`src/rtl/uart_pkt_pkg.sv`:
```
// uart_pkt_pkg: opcodes, header constants and framer states shared by the UART packet parser and framer
package uart_pkt_pkg;
    localparam logic [7:0] ECHO_OPCODE = 8'hEC;
    localparam logic [7:0] ADD_OPCODE = 8'h01;
    localparam logic [7:0] MUL_OPCODE = 8'h02;
    localparam logic [7:0] DIV_OPCODE = 8'h03;
    localparam logic [15:0] HDR_BYTES = 16'd4;
    localparam logic [7:0] RESERVED_BYTE = 8'h00;
    typedef enum logic [2:0] {IDLE, HDR_OP, HDR_RSV, HDR_LEN_LSB, HDR_LEN_MSB, PAYLOAD} framer_state_t;
endpackage

```
`src/rtl/byte_out_reg.sv`:
```
// byte_out_reg: single-slot valid/ready byte register that can refill in the same cycle it drains
module byte_out_reg (
    input  logic       clk_i,
    input  logic       rst_i,
    input  logic       load_i,
    input  logic [7:0] data_i,
    output logic [7:0] data_o,
    output logic       valid_o,
    input  logic       ready_i,
    output logic       can_load_o
);
    assign can_load_o = !valid_o || ready_i;
    always_ff @(posedge clk_i) begin
        if (rst_i) begin
            data_o  <= 8'h00;
            valid_o <= 1'b0;
        end else if (load_i) begin
            data_o  <= data_i;
            valid_o <= 1'b1;
        end else if (ready_i) begin
            valid_o <= 1'b0;
        end
    end
endmodule

```
`src/rtl/packet_framer.sv`:
```
// packet_framer: serialises opcode, reserved, 16-bit length and payload bytes into a uart_tx byte stream
module packet_framer
    import uart_pkt_pkg::*;
#(
    parameter logic [15:0] MAX_PAYLOAD = 16'd1024
) (
    input  logic        clk_i,
    input  logic        rst_i,
    input  logic        cmd_valid_i,
    output logic        cmd_ready_o,
    input  logic [7:0]  cmd_opcode_i,
    input  logic [15:0] cmd_len_i,
    input  logic [7:0]  pay_data_i,
    input  logic        pay_valid_i,
    output logic        pay_ready_o,
    output logic [7:0]  tx_data_o,
    output logic        tx_valid_o,
    input  logic        tx_ready_i,
    output logic        busy_o,
    output logic        pkt_done_o,
    output logic        err_o
);
    if (MAX_PAYLOAD > 16'hFFFB) begin : g_max_check
        $error("MAX_PAYLOAD must not exceed 16'hFFFB");
    end
    framer_state_t state, next;
    logic [15:0] len_q, rem_q;
    logic [7:0] din;
    logic load, can_load, done_d, cmd_hs, too_long, tx_hs;
    assign cmd_ready_o = (state == IDLE) && !rst_i;
    assign busy_o = (state != IDLE) && !rst_i;
    assign cmd_hs = cmd_valid_i && cmd_ready_o;
    assign too_long = cmd_len_i > MAX_PAYLOAD;
    assign tx_hs = tx_valid_o && tx_ready_i;
    // The state names the byte currently held in the output slot
    always_comb begin
        next = state;
        load = 1'b0;
        din = pay_data_i;
        done_d = 1'b0;
        pay_ready_o = 1'b0;
        case (state)
            IDLE: if (cmd_hs && !too_long) begin
                load = 1'b1;
                din = cmd_opcode_i;
                next = HDR_OP;
            end
            HDR_OP: if (can_load) begin
                load = 1'b1;
                din = RESERVED_BYTE;
                next = HDR_RSV;
            end
            HDR_RSV: if (can_load) begin
                load = 1'b1;
                din = len_q[7:0];
                next = HDR_LEN_LSB;
            end
            HDR_LEN_LSB: if (can_load) begin
                load = 1'b1;
                din = len_q[15:8];
                next = HDR_LEN_MSB;
            end
            HDR_LEN_MSB: if (rem_q != 16'd0) begin
                next = PAYLOAD;
            end else if (tx_hs) begin
                next = IDLE;
                done_d = 1'b1;
            end
            PAYLOAD: begin
                pay_ready_o = (rem_q != 16'd0) && can_load && !rst_i;
                load = pay_valid_i && pay_ready_o;
                if (rem_q == 16'd0 && tx_hs) begin
                    next = IDLE;
                    done_d = 1'b1;
                end
            end
            default: next = IDLE;
        endcase
    end
    always_ff @(posedge clk_i) begin
        if (rst_i) begin
            state <= IDLE;
            len_q <= 16'd0;
            rem_q <= 16'd0;
            pkt_done_o <= 1'b0;
            err_o <= 1'b0;
        end else begin
            state <= next;
            pkt_done_o <= done_d;
            err_o <= cmd_hs && too_long;
            if (cmd_hs) begin
                len_q <= cmd_len_i + HDR_BYTES;
                rem_q <= cmd_len_i;
            end else if (state == PAYLOAD && load) begin
                rem_q <= rem_q - 16'd1;
            end
        end
    end
    byte_out_reg u_out (
        .clk_i(clk_i),
        .rst_i(rst_i),
        .load_i(load),
        .data_i(din),
        .data_o(tx_data_o),
        .valid_o(tx_valid_o),
        .ready_i(tx_ready_i),
        .can_load_o(can_load)
    );
endmodule
```
`config.mk`:
```
export PLATFORM = sky130hd
export DESIGN_NAME = packet_framer
export DESIGN_NICKNAME = d
export VERILOG_FILES = /design/src/rtl/uart_pkt_pkg.sv /design/src/rtl/byte_out_reg.sv /design/src/rtl/packet_framer.sv
export SDC_FILE = /design/constraint.sdc
export NUM_CORES = 1
export LEC_CHECK = 0
export ABC_AREA = 1
export CAP_MARGIN = 20
export CORE_UTILIZATION = 45
export DETAILED_ROUTE_END_ITERATION = 16
export PLACE_DENSITY_LB_ADDON = 0.3
export SYNTH_ARGS = -nofsm -noshare
export SYNTH_HDL_FRONTEND = slang
export SYNTH_SLANG_ARGS = --single-unit
```
`constraint.sdc`:
```
create_clock -name clk_i -period 2.2 [get_ports clk_i]
set_clock_uncertainty 0.15 [all_clocks]
set_input_delay 0.44 -clock clk_i [delete_from_list [all_inputs] [get_ports clk_i]]
set_output_delay 0.44 -clock clk_i [all_outputs]
set_load 0.02 [all_outputs]
```
After elaboration in Yosys (flattened, before gate mapping) --
Index checks and enable logic that the tools add are counted.
Storage, ports and cells: output and inout port bits 14, word-level logic and storage cells 69, flip-flop bits (word level) 46, input port bits 37
Cells by class: add/subtract/negate cells 2, magnitude comparators 1, muxes and demuxes 25, reduce and logical (&&, ||, !) cells 23, eq/ne operators 11
Operators with widths (count):
- 16-bit 2-to-1 mux | 2
- 8-bit 2-to-1 mux | 4
- 8-bit case mux with 4 select lines | 1
- 3-bit 2-to-1 mux | 7
- 3-bit case mux with 6 select lines | 1
- 16-bit by 3-bit adder with 16-bit output, second input constant | 1
- 16-bit by 11-bit greater-than comparator with 1-bit output, second input constant | 1
- 16-bit zero test | 1
- 16-bit nonzero test | 1
- 16-bit by 1-bit subtractor with 16-bit output, second input constant | 1
- 1-bit logical AND | 11
- 1-bit 2-to-1 mux | 8
- 2-bit != test, second input constant | 4
- 3-bit by 2-bit equality test with 1-bit output, second input constant | 2
- 3-bit equality test, second input constant | 2
- 6-bit AND reduction | 1
- 2-bit nonzero test | 2
- 3-bit by 1-bit equality test with 1-bit output, second input constant | 1
- 1-bit zero test | 3
- 3-bit zero test | 1
- 3-bit != test, second input constant | 1
- 1-bit case mux with 3 select lines | 1
- 3-bit nonzero test | 1
- 3-bit OR reduction | 1
- other kinds (3) | 3

Logic depth before layout (Yosys ltp) --
depth after elaboration 9, depth in mapped cells 12, depth with buffers taken out 12

Hierarchy --
Synthesis repeated with hierarchy kept, for this count alone.
Unflattened totals: cells, all modules 489, area, all modules 3047.9 µm²
Modules (own cells, without submodules):
- packet_framer | area an instance 2743.9 µm², cells each 451, sequential area each 740.7 µm², instances 1
- byte_out_reg | area an instance 304.0 µm², cells each 38, sequential area each 180.2 µm², instances 1

Worst setup path after synthesis --
Ideal clock, no wire load.
path type in2reg, start point in cmd_len_i[6], end point reg u_out.data_o[5], data required time 1.915 ns, cell stages on the path 12, setup time 0.135 ns, arrival 1.526 ns, slack 0.389 ns, path buffers 2, cell sequence buf_2 > nor2_1 > nand2_1 > nor2_1 > nand2_1 > nand2_2 > nand2_4 > buf_2 > nand3_1 > nand3_1 > nand2_1 > a21oi_1
On the way: cells in the longest elaborated chain, start to end 5, elaborated cells on any way between the ends 7, those cells by class order compare: 1; mux: 4; reduce/logical: 2
RTL lines:
- from (decl) | line packet_framer.sv:12 | input logic [15:0] cmd_len_i,
- 16-bit by 11-bit greater-than comparator with 1-bit output (*) | line packet_framer.sv:33 | assign too_long = cmd_len_i > MAX_PAYLOAD;
- 1-bit zero test (*) | line packet_framer.sv:43 | IDLE: if (cmd_hs && !too_long) begin
- 1-bit logical AND (*) | line packet_framer.sv:43
- 8-bit 2-to-1 mux / 1-bit 2-to-1 mux (equally long branches) | line packet_framer.sv:43
- 8-bit case mux with 4 select lines / 1-bit case mux with 3 select lines (equally long branches) | line packet_framer.sv:42 | case (state)
- to (signal assigned) | line byte_out_reg.sv:18 | data_o <= data_i;
- to (decl) | line byte_out_reg.sv:7 | output logic [7:0] data_o,
Mark *: on every way between the ends. The rest lies on a longest branch, timed or not. A chain may end at the register's enable or synchronous reset.

Worst setup path after layout --
start point in rst_i, end point out cmd_ready_o
On the way: cells in the longest elaborated chain, start to end 2
RTL lines:
- from (decl) | line packet_framer.sv:8 | input logic rst_i,
- 1-bit zero test | line packet_framer.sv:30 | assign cmd_ready_o = (state == IDLE) && !rst_i;
- 1-bit logical AND | line packet_framer.sv:30
- to (decl) | line packet_framer.sv:10 | output logic cmd_ready_o,
No other way between the ends.

==> key figures <==
Setup path
  • Reg2Reg Setup Slack: between 200 and 300 ps
  • R2R cell count: 11
  • WP depth: 4
  • FF-to-FF Start: rem_q[0]
  • Crit end category: primary output
  • Worst path max stage delay: 430 ps
  • Critical Path RT: about 1600 ps
  • RR Endpoint: rem_q[2]
  • Slowest stage cell, crit path: clkdlybuf4s50_1
  • CP arrival: roughly 1500 ps
  • WS Path Type: in -> out
  • Crit-path max FO: 4
  • Worst Path Buf+Inv: 3
  • Setup crit end: cmd_ready_o
  • Crit path cell chain: clkdlybuf4s50_1, buf_4, nor2_4, dlygate4sd2_1
  • Setup crit start: rst_i
  • Worst Setup Start Kind: primary input
  • Top Family by Delay on Critical Path: buffers and inverters

STA
  • Min Clock Period, post-route: 2090 ps
  • Final Hold Vio Count: 0
  • Period utilization: 0.948
  • Actual slew at the worst max-slew pin: 389 ps
  • Setup TNS Final: 0 ps
  • Max-slew headroom at the worst pin: 0.740
  • Max Clk Rate: ~0.48 GHz
  • Final number of setup-violating endpoints: 0
  • RSZ-0062 raised after global routing: false
  • Fin. max-slew vios: 0

Floorplan
  • Core ar.: 0.00646 mm^2
  • Die Span X: 84.7 um
  • Die Y: 84.7 um
  • Initial Utilization: 0.477
  • Cell Rows: 29
  • IO Count: slightly above 50
  • Total die area: 0.00717 mm^2

Clock tree
  • Clk slew on worst S/H paths: roughly 90 ps
  • H-Tree Depth: 2
  • Cts bufs inserted: 5
  • Clk sink count: 46
  • Max clock buf depth: 2
  • CTS root buf: clkbuf_8
  • Clk Latency, worst-skew pair: 310 ps
  • CTS tree: done

Job
  • MaxCap Viol Count: 0

GRT
  • GRT Util Overall: 0.254
  • Initial antenna violation count: 0
  • Grt total ovfl: 0
  • First-pass GRT wire length: 14700 um
  • Vias in the first global route: 3380
  • Largest net degree at the start of global routing: 26

Synth
  • Sequential area share after synthesis: 0.299
  • Number of enable flip-flop cells after synthesis: 0
  • Synth top cells by count: nand2_1, inv_1, nor2_1
  • Count of cell types in the netlist: 36
  • Yosys Warn Count: 0
  • Post-Syn Instances: between 400 and 500
  • Post-Synth Simple-Gate Area: 0.376
  • Syn_nets: 531
  • Post-Syn Area per Cell: about 6.3 um^2
  • Prevailing post-synth register cell: dfxtp_1
  • Async SR Flop Fraction: 0
  • Cell with the most instances after synthesis: nand2_1
  • Area leader, netlist: dfxtp_1
  • Post-Synth Adder-Cell Area: 0.0122
  • Area contributors post-synth: dfxtp_1, nand2_1, inv_1, nand3_1, nor2_1
  • Register bit count reported by yosys: 46
  • Largest family of logic cells by synthesized area: simple AND/OR/NAND/NOR gates
  • Fraction of the mapped netlist area in compound gates: 0.143
  • XOR/XNOR Fraction of Synth Area: 0.0398
  • Synth Cell Area: 0.00308 mm^2
  • Share of the synthesized area in the top cell type: 0.299
  • Post-synthesis mux area share: 0

Route
  • Detailed router's first-iteration violation count: about 170
  • DR vias: 3547
  • Total Wirelength: roughly 8500 um
  • Routed WL per cell: around 13 um
  • DRC: 0
  • Pre-antenna DRT Iters: 11
  • Remaining antenna violation count: 0
  • Via density: between 5 and 6

Cells and area
  • NumNets Final: 626
  • Ratio of cells with drive above 1 in the final layout: 0.148
  • Area Overhead vs Synth: 34.0%
  • N_diodes: 0
  • Post-Layout Cell Count: 664
  • Layout Utilization: 0.639

Power and ir drop
  • Power Density: 1050 mW/mm^2
  • P_leak: 0.00189 uW
  • Maximum vdd drop: 0.505 mV

Place
  • # port buffers: 50
  • Dpl cells: between 600 and 700
  • DP Wirelength: 6640 um
  • Routability Congestion: 0.945

Run status
  • Status: completed

Worst hold path
  • Worst Hold Class: reg -> reg
[metal layers]
layer | global-route usage | vias to the layer above | part of all wire
met5 | 0 | - | 0
met4 | 0.0878 | 0 | 0.017
met3 | 0.0442 | 14 | 0.064
met2 | 0.426 | 123 | 0.46
met1 | 0.329 | 1623 | 0.46
li1 | - | 1787 | -
[metrics by stage]
stage	setup slack, ps	hold slack (ps)	total power, uW	area [um^2]
after CTS	17.7	329	4300	4130
after global placement	-198	307	3450	3990
after global routing	7.94	346	4650	4130
after floorplan	389	282	2690	3080
after detailed placement	-198	315	3510	3990
final	115	332	4310	4130
[worst min-delay path: stages (launching register included)]
cell,delay (ps)
dfxtp_1,320
nand2_1,60
a21oi_1,60
[placed cells by master, fill, tap and decap left out, drive strengths merged, types with 8 or more instances in the layout]
cell type	instances
nor2	56
a31oi	11
clkbuf	8
xor2	9
nand4	18
clkdlybuf4s50	47
nand3	55
o21ai	25
inv	71
buf	57
nand2	123
a21oi	26
dfxtp	46
[layout make-up]
type	count	area (um^2)
fillers	615	2330
multi-input cells	350	1760
flip-flops and latches	46	921
repair buffers	107	917
inverters	76	290
well taps	77	96.3
clock buffers	6	82.6
clock inverters	2	60.1
[worst min-delay path by stage]
stage | from | end | depth (start not counted)
floorplan | len_q[3] | len_q[3] | 2
global placement | len_q[1] | len_q[1] | 2
detailed placement | len_q[1] | len_q[1] | 2
CTS | len_q[1] | len_q[1] | 2
global route | len_q[1] | len_q[1] | 2
finish | len_q[1] | len_q[1] | 2
[logic make-up (layout without fill, tap and decap cells)]
kind of cell / after synthesis / in the layout
DFF: 46 / 46
AOI/OAI and AO/OA: 76 / 76
xor gates and xnor gates: 14 / 14
adders and majority gates: 3 / 3
and+or+nand+nor: 257 / 257
buffers and inverters: 95 / 191
[report_power, final]
| group | switching [uW] | total [uW] | internal [uW] |
|---|---|---|---|
| clock network | 314 | 799 | 485 |
| registers | 124 | 1140 | 1020 |
| logic | 1400 | 2370 | 979 |
| total | 1830 | 4310 | 2480 |
[state kept, by name, indices dropped and copies added (netlist names)]
register and flops:
state 3, u_out.valid_o 1, len_q 16, rem_q 16
u_out.data_o 8, err_o 1, pkt_done_o 1
[what timing repair did]
item                                    in CTS  in global routing
buffers inserted                             0                  0
resized for setup                            5                  4
endpoints found under the setup margin       3                  4
hold buffers                                 0                  0
No activity file was read; power rests on OpenSTA's default activity.
